==> src/rtl/piso_tx.sv <==
// Parallel-in serial-out transmitter: valid/ready word load, en-paced shift-out,
// one-cycle done pulse, line idles high.
module piso_tx #(
  parameter int WIDTH     = 8,
  parameter bit MSB_FIRST = 1'b1
) (
  input  logic             clk,
  input  logic             reset,
  input  logic [WIDTH-1:0] din,
  input  logic             load_valid,
  output logic             load_ready,
  input  logic             en,
  output logic             sout,
  output logic             sout_valid,
  output logic             busy,
  output logic             done
);

  localparam int            CW   = $clog2(WIDTH);
  localparam logic [CW-1:0] LAST = CW'(WIDTH - 1);

  typedef enum logic [1:0] {IDLE, SHIFT, DONE} state_e;

  state_e           state_q, state_d;
  logic [WIDTH-1:0] shreg_q, shreg_d;
  logic [CW-1:0]    cnt_q, cnt_d;
  logic             head;

  assign head = MSB_FIRST ? shreg_q[WIDTH-1] : shreg_q[0];

  always_ff @(posedge clk) begin
    if (reset) state_q <= IDLE;
    else       state_q <= state_d;
  end

  always_ff @(posedge clk) begin
    if (reset) begin
      shreg_q <= '0;
      cnt_q   <= '0;
    end else begin
      shreg_q <= shreg_d;
      cnt_q   <= cnt_d;
    end
  end

  // The last bit is left in place on the final en edge; DONE drives the line high anyway.
  always_comb begin
    state_d = state_q;
    shreg_d = shreg_q;
    cnt_d   = cnt_q;
    unique case (state_q)
      IDLE: begin
        if (load_valid) begin
          state_d = SHIFT;
          shreg_d = din;
          cnt_d   = '0;
        end
      end
      SHIFT: begin
        if (en) begin
          if (cnt_q == LAST) begin
            state_d = DONE;
          end else begin
            shreg_d = MSB_FIRST ? (shreg_q << 1) : (shreg_q >> 1);
            cnt_d   = cnt_q + 1'b1;
          end
        end
      end
      DONE:    state_d = IDLE;
      default: state_d = IDLE;
    endcase
  end

  always_comb begin
    load_ready = 1'b0;
    sout       = 1'b1;
    sout_valid = 1'b0;
    busy       = 1'b0;
    done       = 1'b0;
    unique case (state_q)
      IDLE:  load_ready = 1'b1;
      SHIFT: begin
        sout       = head;
        sout_valid = 1'b1;
        busy       = 1'b1;
      end
      DONE: begin
        busy = 1'b1;
        done = 1'b1;
      end
      default: load_ready = 1'b1;
    endcase
  end

endmodule

==> config.mk <==
export PLATFORM = sky130hd
export DESIGN_NAME = piso_tx
export DESIGN_NICKNAME = d
export VERILOG_FILES = /design/src/rtl/piso_tx.sv
export SDC_FILE = /design/constraint.sdc
export NUM_CORES = 1
export LEC_CHECK = 0
export BUFFER_PORTS_ARGS = -buffer_cell sky130_fd_sc_hd__buf_2
export CORE_MARGIN = 4
export CORE_UTILIZATION = 40
export CTS_CLUSTER_DIAMETER = 150
export DETAILED_ROUTE_END_ITERATION = 8
export HOLD_SLACK_MARGIN = 0.15
export PLACE_DENSITY_LB_ADDON = 0.25
export SLEW_MARGIN = 20
export SYNTH_ARGS = -nofsm -noshare
export SYNTH_HDL_FRONTEND = slang
export SYNTH_SLANG_ARGS = --single-unit
==> constraint.sdc <==
create_clock -name clk -period 3.35 [get_ports clk]
set_input_delay 0.1675 -clock clk [delete_from_list [all_inputs] [get_ports clk]]
set_output_delay 0.1675 -clock clk [all_outputs]
set_load 0.02 [all_outputs]
---- Yosys cells after proc, flatten, opt, wreduce, memory -nomap -nowiden ----
Cells that the tools add are included.
storage, ports and cells
  register bits after elaboration ......... 13
  bits of input ports ..................... 12
  output and inout bits ................... 5
  logic and storage cells ................. 33
operators by class
  add/subtract/negate cells ............... 1
  equal/unequal tests ..................... 7
  muxes and demuxes ....................... 17
  reduce and logical (&&, ||, !) cells .... 5
operator list
  operator               count
  $mux W8                3
  $pmux W8 S2            1
  $mux W3                3
  $ne A2 B2 Y1 const B   4
  $mux W2                3
  $pmux W3 S2            1
  $mux W1                5
  $pmux W2 S2            1
  $reduce_and A4 Y1      1
  $add A3 B1 Y3 const B  1
  $eq A3 B3 Y1 const B   1
  $reduce_and A3 Y1      1
  $eq A2 B1 Y1 const B   1
  $eq A2 B2 Y1 const B   1
  $logic_not A2 Y1       1
  $reduce_bool A2 Y1     1
  $reduce_or A2 Y1       1

---- Longest topological paths before layout ----
Gate-level depths: netlist (run 1).
  word-level depth ........................ 4
  gate-level depth with buffers ........... 8

---- Worst setup path before layout (run 1) ----
Ideal clock, no wire load.
  path kind ............................... register to register
  start ................................... register state_q[1]
  end ..................................... register shreg_q[1]
  arrival ................................. 1541 ps
  path slack .............................. 1729 ps
  cell stages (with the launch flop) ...... 9
  path buffers ............................ 3
  cell sequence ........................... dfxtp_1 -> inv_1 -> ha_1 -> buf_6 -> nand2b_4 -> buf_6 -> a21o_1 -> buf_6 -> a211oi_2
between the ends
  longest elaborated chain between the ends .. 3
  elaborated cells on any way between the ends .. 8
RTL lines
  item                                                          line  RTL
  from (decl)                                                   24    state_e state_q, state_d;
  from (signal assigned)                                        33    else state_q <= state_d;
  $eq A2 B1 Y1 or $logic_not A2 Y1 (tied branches)              51    unique case (state_q)
  $ne A2 B2 Y1 (no line) or $reduce_bool A2 Y1 (tied branches)  n/a
  $reduce_and A4 Y1 (no line)                                   n/a
  to (signal assigned)                                          41    shreg_q <= shreg_d;
  to (decl)                                                     25    logic [WIDTH-1:0] shreg_q, shreg_d;
Parallel ways exist; a longest one is shown, timed or not.
A chain may end at the register's enable or synchronous reset.

---- Worst setup path after layout (run 1) ----
  start ................................... register state_q[1]
  end ..................................... register cnt_q[1]
between the ends
  longest elaborated chain between the ends .. 3
  elaborated cells on any way between the ends .. 8
RTL lines
  item                                                          line  RTL
  $eq A2 B1 Y1 or $logic_not A2 Y1 (tied branches)              51
  $ne A2 B2 Y1 (no line) or $reduce_bool A2 Y1 (tied branches)  n/a
  $reduce_and A4 Y1 (no line)                                   n/a
  to (signal assigned)                                          42    cnt_q <= cnt_d;
  to (decl)                                                     26    logic [CW-1:0] cnt_q, cnt_d;
Parallel ways exist; a longest one is shown, timed or not.

==> results of run 1 <==
[path summary, 6_finish.rpt]
path	start	endpoint	slack (ns)	depth (start not counted)
max reg2reg	state_q[1]	cnt_q[1]	1.24	5
min reg2reg	shreg_q[3]	shreg_q[3]	0.47	2
min	din[0]	shreg_q[0]	0.17	3
max	state_q[1]	cnt_q[1]	1.24	5
[sequential cells by signal, indices dropped and copies added, names as in the netlist]
name     cells
shreg_q      8
cnt_q        3
state_q      2
[critical path: cells and delay by family (launching register included)]
family                     cells  cell delay [ns]
and+or+nand+nor                1             0.32
muxes                          1             0.24
DFF                            1             0.32
adders and majority gates      1             0.65
buffers and inverters          1             0.09
AOI/OAI and AO/OA              1             0.42
[routing by layer]
layer  share of wire [%]  wire length (µm)  vias to the layer above
li1                    -                 -                      335
met1                  47               752                      277
met2                  48               755                        8
met3                 4.9                78                        0
met4                   0                 0                        0
met5                   0                 0                        -
[cells in the mapped netlist (2+ instances only)]
library cell,count,area [µm²]
a211oi_2,7,87.58
buf_4,2,15.01
ha_1,5,62.56
o21ai_0,2,10.01
inv_1,11,41.29
nor2b_1,2,12.51
a211oi_1,9,67.56
nand3_1,2,10.01
nand3b_1,3,22.52
buf_6,3,33.78
nand2_1,3,11.26
dfxtp_1,13,260.3
nand2b_1,3,18.77
mux2_2,7,78.83
mux2i_1,2,20.02
[through the flow]
stage	setup slack, ns	total power, mW	util (%)	cell area (µm²)
finish	1.237	0.5195	46.69	934.6
global route	1.114	0.5526	46.69	934.6
CTS	1.242	0.5279	46.69	934.6
detailed placement	1.265	0.4231	45.38	908.4
global placement	1.346	0.4211	45.38	908.4
floorplan	1.729	0.4050	-	855.8
[where the power goes]
group	switching [mW]	internal, mW	total [mW]
Sequential	0.0156	0.184	0.199
Clock	0.0537	0.0461	0.0998
Combinational	0.127	0.0933	0.220
[cells by family (layout without fill, tap and decap cells)]
logic type	after synthesis	after routing
compound gates	23	23
fa+ha+maj	5	5
buf+inv	17	31
flops	13	13
mux	9	9
simple gates	19	19
[cell type report]
| type | instances | area (µm²) |
|---|---|---|
| Inverter | 11 | 41.29 |
| Sequential cell | 13 | 260.3 |
| Multi-Input combinational cell | 56 | 493.0 |
| Fill cell | 195 | 1067 |
| Timing Repair Buffer | 16 | 80.08 |
| Tap cell | 27 | 33.78 |
| Clock buffer | 4 | 26.28 |
==> flow_metrics.tcl, run 1 <==
set metrics [dict create \
    post_cts_resized 0 \
    antenna_found_initial 0 \
    avgSynthCellArea_um2 9.951 \
    cpMaxStageDelayCell "ha_1" \
    arrival_ns 2.32 \
    clock_skew_ns 0.0004852 \
    fmax_mhz 473.3 \
    synth_mux_area_share_pct 11.55 \
    diodes 0 \
    cellLeakagePower_nw 0.3755 \
    ys_async_sr_fraction_pct 0 \
    busiest_layer "met2" \
    grt.total_usage_pct 11.40 \
    synth-edff-count 0 \
    synth-seq-area-share_pct 30.41 \
    drtAntennaViolNets 0 \
    numCtsBuffers 3 \
    initial_core_util_pct 42.75 \
    ir_drop_mv 0.2455 \
    placed_cells_incl_taps 123 \
    fin_cells 127 \
    synthesis.instances 86 \
    die_h_um 54.26 \
    first_pass_iters 4 \
    layout_common_cells "buf_2 (16), dfxtp_1 (13), inv_1 (11)" \
    grt_pass1_vias 586 \
    yosysUniqueCellTypes 27 \
    grt_pass1_wl_um 2366 \
    port_buffers 16 \
    setup_viol 0 \
    worstSetupPathType "register to register" \
    drive_gt1_share_pct 36.00 \
    drt-initial-drc-count 9 \
    final_common_cell "buf_2" \
    critPathLaunchType "register" \
    cts_hold_buf 0 \
    holdCritPathClass "input pin to register" \
    status "finished clean" \
    yosys_register_bits 13 \
    worstMarginPinSlew_ns 0.7536 \
    finalHoldViolCount 0 \
    clkLatencyLatePin_ns 0.27 \
    nets 118 \
    ctsRootBufferMaster "clkbuf_4" \
    cp-end-kind "register" \
    grt_use_met3_pct 3.270 \
    worst-path-max-fanout 20 \
    required_ns 3.56 \
    path_clk_slew_ns 0.08 \
    clock_path_buffers 2 \
    grt_setup_unrepaired "no" \
    grt_util_met2_pct 18.73 \
    post_cts_buffers 0 \
    synthFlopType "dfxtp_1" \
    timing.final.max_slew_violations 0 \
    die_area_um2 2944 \
    max_stage_delay_ns 0.65 \
    yosysWarnings 0 \
    cap_violations 0 \
    min_period_ns 2.113 \
    cts.sink_count 13 \
    synthSimpleGateAreaFrac_pct 15.06 \
    finalCritPeriodShare_pct 63.07 \
    fin_hold_ws_ns 0.1710 \
    synth_fp_nets 103 \
    drc 0 \
    wl_per_cell_um 12.50 \
    die_w_um 54.26 \
    core.rowCount 16 \
    met1_usage_pct 12.73 \
    io_pins 17 \
    syn_area_um2 855.8 \
    synth-xor-area-share_pct 0 \
    power_density_nw_per_um2 555.9 \
    cts_tree "done" \
    overflow 0 \
    synth_adder_area_share_pct 7.310 \
    hpwl_um 1119 \
    crit_chain "inv_1 > ha_1 > nand2b_4 > a21o_1 > mux2i_1" \
    vias_per_cell 4.882 \
    grt_max_degree 21 \
    area_delta_synth_final_pct 9.210 \
    slew_headroom_pct 49.76 \
    cts-htree-levels 1 \
    design.core.area_um2 2002 \
    num_vias 620 \
    synth_compound_area_share_pct 23.68 \
    place_congestion 0.7219 \
    finalSetupTns_ns 0 \
    routed_wl_um 1587 \
    synth_top_family_by_area "compound AO/OA/AOI/OAI gates" \
]
No activity file was read; power rests on OpenSTA's default activity.
==> run 2: changes to the inputs <==
Clock period 3.35 ns to 1.9 ns, I/O delays scaled along.
==> run 2 against run 1 <==
Maximum frequency rose by 23%. Via count is 7.1% higher. Sequential share of layout area decreased by 1.1 points. Core utilization rose by 2.0 points. Combinational power up 84%. Register-to-register slack worse by 1.1 ns. Sequential cell count stayed put. Hold slack better by 0.00077 ns. Sequential power increased by 76%.
==> flow_metrics.tcl, run 2 (synthesized netlist as in run 1, its figures left out) <==
set metrics [dict create \
    min_period_ns 1.716 \
    rrSetupSlack_ns 0.18 \
    wl_per_cell_um 11.81 \
    grt_setup_unrepaired "no" \
    total_power_uw 928.6 \
    place_congestion 0.7596 \
    grt_pass1_vias 597 \
    crit_chain "ha_1 > ha_1 > nand3b_2 > a21o_1 > a211oi_2" \
    finalHoldViolCount 0 \
    hpwl_um 1194 \
    cp-end-kind "register" \
    drive_gt1_share_pct 38.10 \
    clock_skew_ns 0.0006717 \
    multi_input_area_um2 493.0 \
    post_cts_resized 0 \
    vias_per_cell 5.030 \
    post_cts_buffers 0 \
    holdCritStartpoint "load_valid" \
    largest_reg_flops 8 \
    power_switching_uw 342.3 \
    max_stage_delay_ns 0.36 \
    drc 0 \
    die_area_um2 2944 \
    r2r.worst_path.cells 5 \
    p_clk_share_pct 18.8 \
    io_pins 17 \
    cap_violations 0 \
    cpMaxStageDelayCell "dfxtp_1" \
    nets 123 \
    fmax_mhz 582.7 \
    swShare_pct 36.86 \
    layout_common_cells "buf_2 (16), dfxtp_1 (13), inv_1 (11)" \
    cellLeakagePower_nw 0.3994 \
    area_delta_synth_final_pct 13.89 \
    cts.sink_count 13 \
    design.core.area_um2 2002 \
    critPathLaunchType "register" \
    timing.final.max_slew_violations 0 \
    worst-path-max-fanout 9 \
    cpMostUsedCell "ha_1" \
    port_buffers 16 \
    p_int_uw 586.3 \
    overflow 0 \
    grt_pass1_wl_um 2421 \
    pwr-share-seq_pct 37.7 \
    finalSetupTns_ns 0 \
    num_vias 664 \
    initial_core_util_pct 42.75 \
    critical-path-top-delay-family "compound AO/OA/AOI/OAI gates" \
    largestRegisters "shreg_q: 8 flops, cnt_q: 3 flops, state_q: 2 flops" \
    diodes 0 \
    fin_hold_ws_ns 0.1718 \
    fin_cells 132 \
    numCtsBuffers 3 \
    arrival_ns 1.92 \
    die_w_um 54.26 \
    top_register "shreg_q" \
    placed_cells_incl_taps 127 \
    final_common_cell "buf_2" \
    status "finished clean" \
    grt_max_degree 16 \
    crit_start "cnt_q[0]" \
    setup_viol 0 \
    path_depth 5 \
    core.rowCount 16 \
    clock_path_buffers 2 \
    cts-htree-levels 1 \
    antenna_found_initial 0 \
    cts_tree "done" \
    slew_headroom_pct 71.47 \
    first_pass_iters 4 \
    finalCritPeriodShare_pct 90.33 \
    ctsRootBufferMaster "clkbuf_4" \
    drt-initial-drc-count 6 \
    worst_hold_path.num_cells 3 \
    path_buf_inv 0 \
    holdCritPathClass "input pin to register" \
    combPwrFrac_pct 43.5 \
    required_ns 2.10 \
    die_h_um 54.26 \
    routed_wl_um 1559 \
    seq_area_um2 260.3 \
    power_density_nw_per_um2 952.7 \
    fillers 202 \
    grt.total_usage_pct 11.68 \
    r2r_start "cnt_q[0]" \
    drtAntennaViolNets 0 \
    path_clk_slew_ns 0.08 \
    worstMarginPinSlew_ns 0.4279 \
    clkLatencyLatePin_ns 0.27 \
    ir_drop_mv 0.3377 \
    worstSetupPathType "register to register" \
]
-- run 2: changes by cell type in the layout (fill, tap and decap cells not counted), sizes merged --
| cell | previous run | this run |
|---|---|---|
| buf | 16 | 20 |
| dlygate4sd3 | 0 | 1 |
-- run 2: area by class of cell --
class,instances,share of cell area [%]
multi-input cells,56,50.58
flip-flops and latches,13,26.70
repair buffers,21,12.32
inverters,11,4.236
well taps,27,3.466
clock buffers,4,2.696
-- run 2: path summary, 6_finish.rpt --
check	endpoint
setup reg to reg	shreg_q[2]
hold / removal	shreg_q[0]
setup / recovery	shreg_q[2]
hold reg to reg	shreg_q[4]
-- run 2: power by group through the flow --
stage	clock, mW	combinational, mW	sequential, mW
floorplan	0	0.365	0.349
global placement	0	0.406	0.354
detailed placement	0	0.407	0.357
CTS	0.181	0.410	0.351
global route	0.198	0.444	0.356
finish	0.175	0.404	0.350
-- run 2: stage by stage --
step	instance area [µm²]	util, %	setup WS (ns)
floorplan	855.8	-	0.2791
global placement	938.4	46.88	0.2344
detailed placement	938.4	46.88	0.1828
CTS	974.7	48.69	0.1664
global route	974.7	48.69	0.06763
finish	974.7	48.69	0.1837
-- run 2: tightest hold or removal path, cell delays in order --
cell	delay, ns
buf_2	0.14
nand4b_1	0.10
a31oi_1	0.06
-- run 2: layer usage --
layer / global-route usage (%) / routed length, µm
met5: 0 / 0
met4: 7.469 / 12
met1: 13.22 / 738
met2: 19.72 / 736
met3: 2.452 / 71
-- run 2: repair_timing --
| item | in CTS | in global routing |
|---|---|---|
| endpoints found under the hold margin | 1 | 0 |
| hold buffers | 1 | 0 |
| endpoints found under the setup margin | 0 | 0 |
==> run 3: changes to the inputs <==
Settings changed: CORE_UTILIZATION 40 to 30.
==> run 3 against run 2 <==
Global-route usage is 0.83 points lower. Register-to-register slack hardly changed. Core utilization is 12 points lower. Clock-buffer cell count stayed put. Maximum frequency is 0.61% higher. Combinational power is 5% higher. Cell count is 4.5% higher. Total power is 2.4% higher. Hold slack better by 0.011 ns.
==> flow_metrics.tcl, run 3 (synthesized netlist as in run 1, its figures left out) <==
set metrics [dict create \
    first_pass_iters 4 \
    cpMaxStageDelayCell "dfxtp_1" \
    post_cts_buffers 0 \
    vias_per_cell 4.891 \
    cpMostUsedCell "ha_1" \
    grt_setup_unrepaired "no" \
    min_to "shreg_q[0]" \
    die_h_um 61.41 \
    slew_headroom_pct 68.32 \
    numCtsBuffers 3 \
    largestRegisters "shreg_q: 8 flops, cnt_q: 3 flops, state_q: 2 flops" \
    die_area_um2 3771 \
    grt_max_degree 16 \
    final_area_um2 997.2 \
    area_delta_synth_final_pct 16.52 \
    drc 0 \
    antenna_found_initial 0 \
    worst-path-max-fanout 9 \
    cts-htree-levels 1 \
    swShare_pct 37.49 \
    diodes 0 \
    combPwrFrac_pct 44.5 \
    layout_common_cells "buf_2 (16), dfxtp_1 (13), inv_1 (11)" \
    cts.sink_count 13 \
    critPathLaunchType "register" \
    ctsRootBufferMaster "clkbuf_4" \
    finalHoldViolCount 0 \
    rrSetupSlack_ns 0.19 \
    path_depth 5 \
    placed_area_um2 950.9 \
    overflow 0 \
    path_buf_inv 0 \
    design.core.area_um2 2734 \
    crit_chain "ha_1 > ha_1 > nand3b_2 > a21o_1 > a211oi_2" \
    final_common_cell "buf_2" \
    largest_reg_flops 8 \
    hpwl_um 1268 \
    worstMarginPinSlew_ns 0.4753 \
    clkLatencyLatePin_ns 0.28 \
    r2r.worst_path.cells 5 \
    status "finished clean" \
    num_vias 675 \
    arrival_ns 1.91 \
    p_clk_share_pct 18.8 \
    holdCritStartpoint "load_valid" \
    power_density_nw_per_um2 953.6 \
    drtAntennaViolNets 0 \
    finalSetupTns_ns 0 \
    io_pins 17 \
    min_period_ns 1.706 \
    path_clk_slew_ns 0.09 \
    cts_tree "done" \
    cellLeakagePower_nw 0.4068 \
    holdCritPathClass "input pin to register" \
    core.rowCount 19 \
    clock_skew_ns 0.004186 \
    pwr-share-seq_pct 36.7 \
    grt.total_usage_pct 10.85 \
    cp-end-kind "register" \
    worstReg2RegEnd "shreg_q[2]" \
    nets 125 \
    power_switching_uw 356.5 \
    place_congestion 0.7976 \
    setup_viol 0 \
    max_stage_delay_ns 0.36 \
    finalCritPeriodShare_pct 89.78 \
    worst_hold_path.num_cells 3 \
    routed_wl_um 1753 \
    fmax_mhz 586.2 \
    die_w_um 61.41 \
    grt_pass1_vias 687 \
    initial_core_util_pct 31.30 \
    critical-path-top-delay-family "compound AO/OA/AOI/OAI gates" \
    fillers 289 \
    required_ns 2.10 \
    ir_drop_mv 0.4726 \
    timing.final.max_slew_violations 0 \
    r2r_start "cnt_q[0]" \
    drt-initial-drc-count 10 \
    port_buffers 16 \
    worstSetupPathType "register to register" \
    drive_gt1_share_pct 38.32 \
    cap_violations 0 \
    wl_per_cell_um 12.70 \
    top_register "shreg_q" \
    grt_pass1_wl_um 2987 \
    p_int_uw 594.4 \
    clock_path_buffers 2 \
]
## run 3: cell count changes in the layout (fill, tap and decap cells not counted)
cell           previous run  this run
dlygate4sd3_1             1         2
buf_4                     4         5
## run 3: routing by layer
metal,track usage (%),wire length [µm],vias up
met5,0,0,-
met4,3.636,16,0
met3,3.983,79,2
met2,17.37,816,11
met1,13.51,839,313
li1,-,-,349
## run 3: timing repair
item	CTS	global route
resized for setup	0	0
setup endpoints to repair	0	0
hold buffers	2	0
endpoints found under the hold margin	1	0
## run 3: cell type report
type	instances	area (µm²)	share of cell area [%]
tap	31	38.79	3.890
timing repair buffer	23	137.6	13.80
clock buffer	4	26.28	2.635
inverter	11	41.29	4.141
sequential	13	260.3	26.10
multi-input combinational	56	493.0	49.44
## run 3: per-stage QoR
stage | cells | hold WS, ns | util, % | power, mW | worst slack, ns
2_1_floorplan | 86 | 0.1596 | - | 0.7140 | 0.2791
3_3_place_gp | 132 | 0.3899 | 34.78 | 0.7713 | 0.2196
3_5_place_dp | 132 | 0.3972 | 34.78 | 0.7792 | 0.2021
4_1_cts | 138 | 0.1677 | 36.48 | 0.9681 | 0.1688
5_1_grt | 138 | 0.1825 | 36.48 | 1.025 | 0.03139
6_report | 138 | 0.1823 | 36.48 | 0.9509 | 0.1942
## run 3: how the worst max path moves through the flow
| stage | from | endpoint | slack (ns) |
|---|---|---|---|
| global route | state_q[1] | cnt_q[1] | 0.03 |
| CTS | state_q[1] | cnt_q[1] | 0.17 |
| finish | cnt_q[0] | shreg_q[2] | 0.19 |
| global placement | state_q[1] | cnt_q[1] | 0.22 |
| floorplan | state_q[1] | shreg_q[1] | 0.28 |
| detailed placement | state_q[1] | cnt_q[1] | 0.20 |
## run 3: power by group through the flow
stage / clock, mW / combinational [mW] / sequential [mW]
after floorplan: 0 / 0.365 / 0.349
after global placement: 0 / 0.417 / 0.354
after detailed placement: 0 / 0.423 / 0.356
after CTS: 0.188 / 0.430 / 0.350
after global routing: 0.202 / 0.469 / 0.354
final: 0.179 / 0.423 / 0.349
## run 3: tightest hold or removal path, stage by stage
cell,delay [ns]
buf_2,0.13
nand3b_1,0.11
a31oi_1,0.07
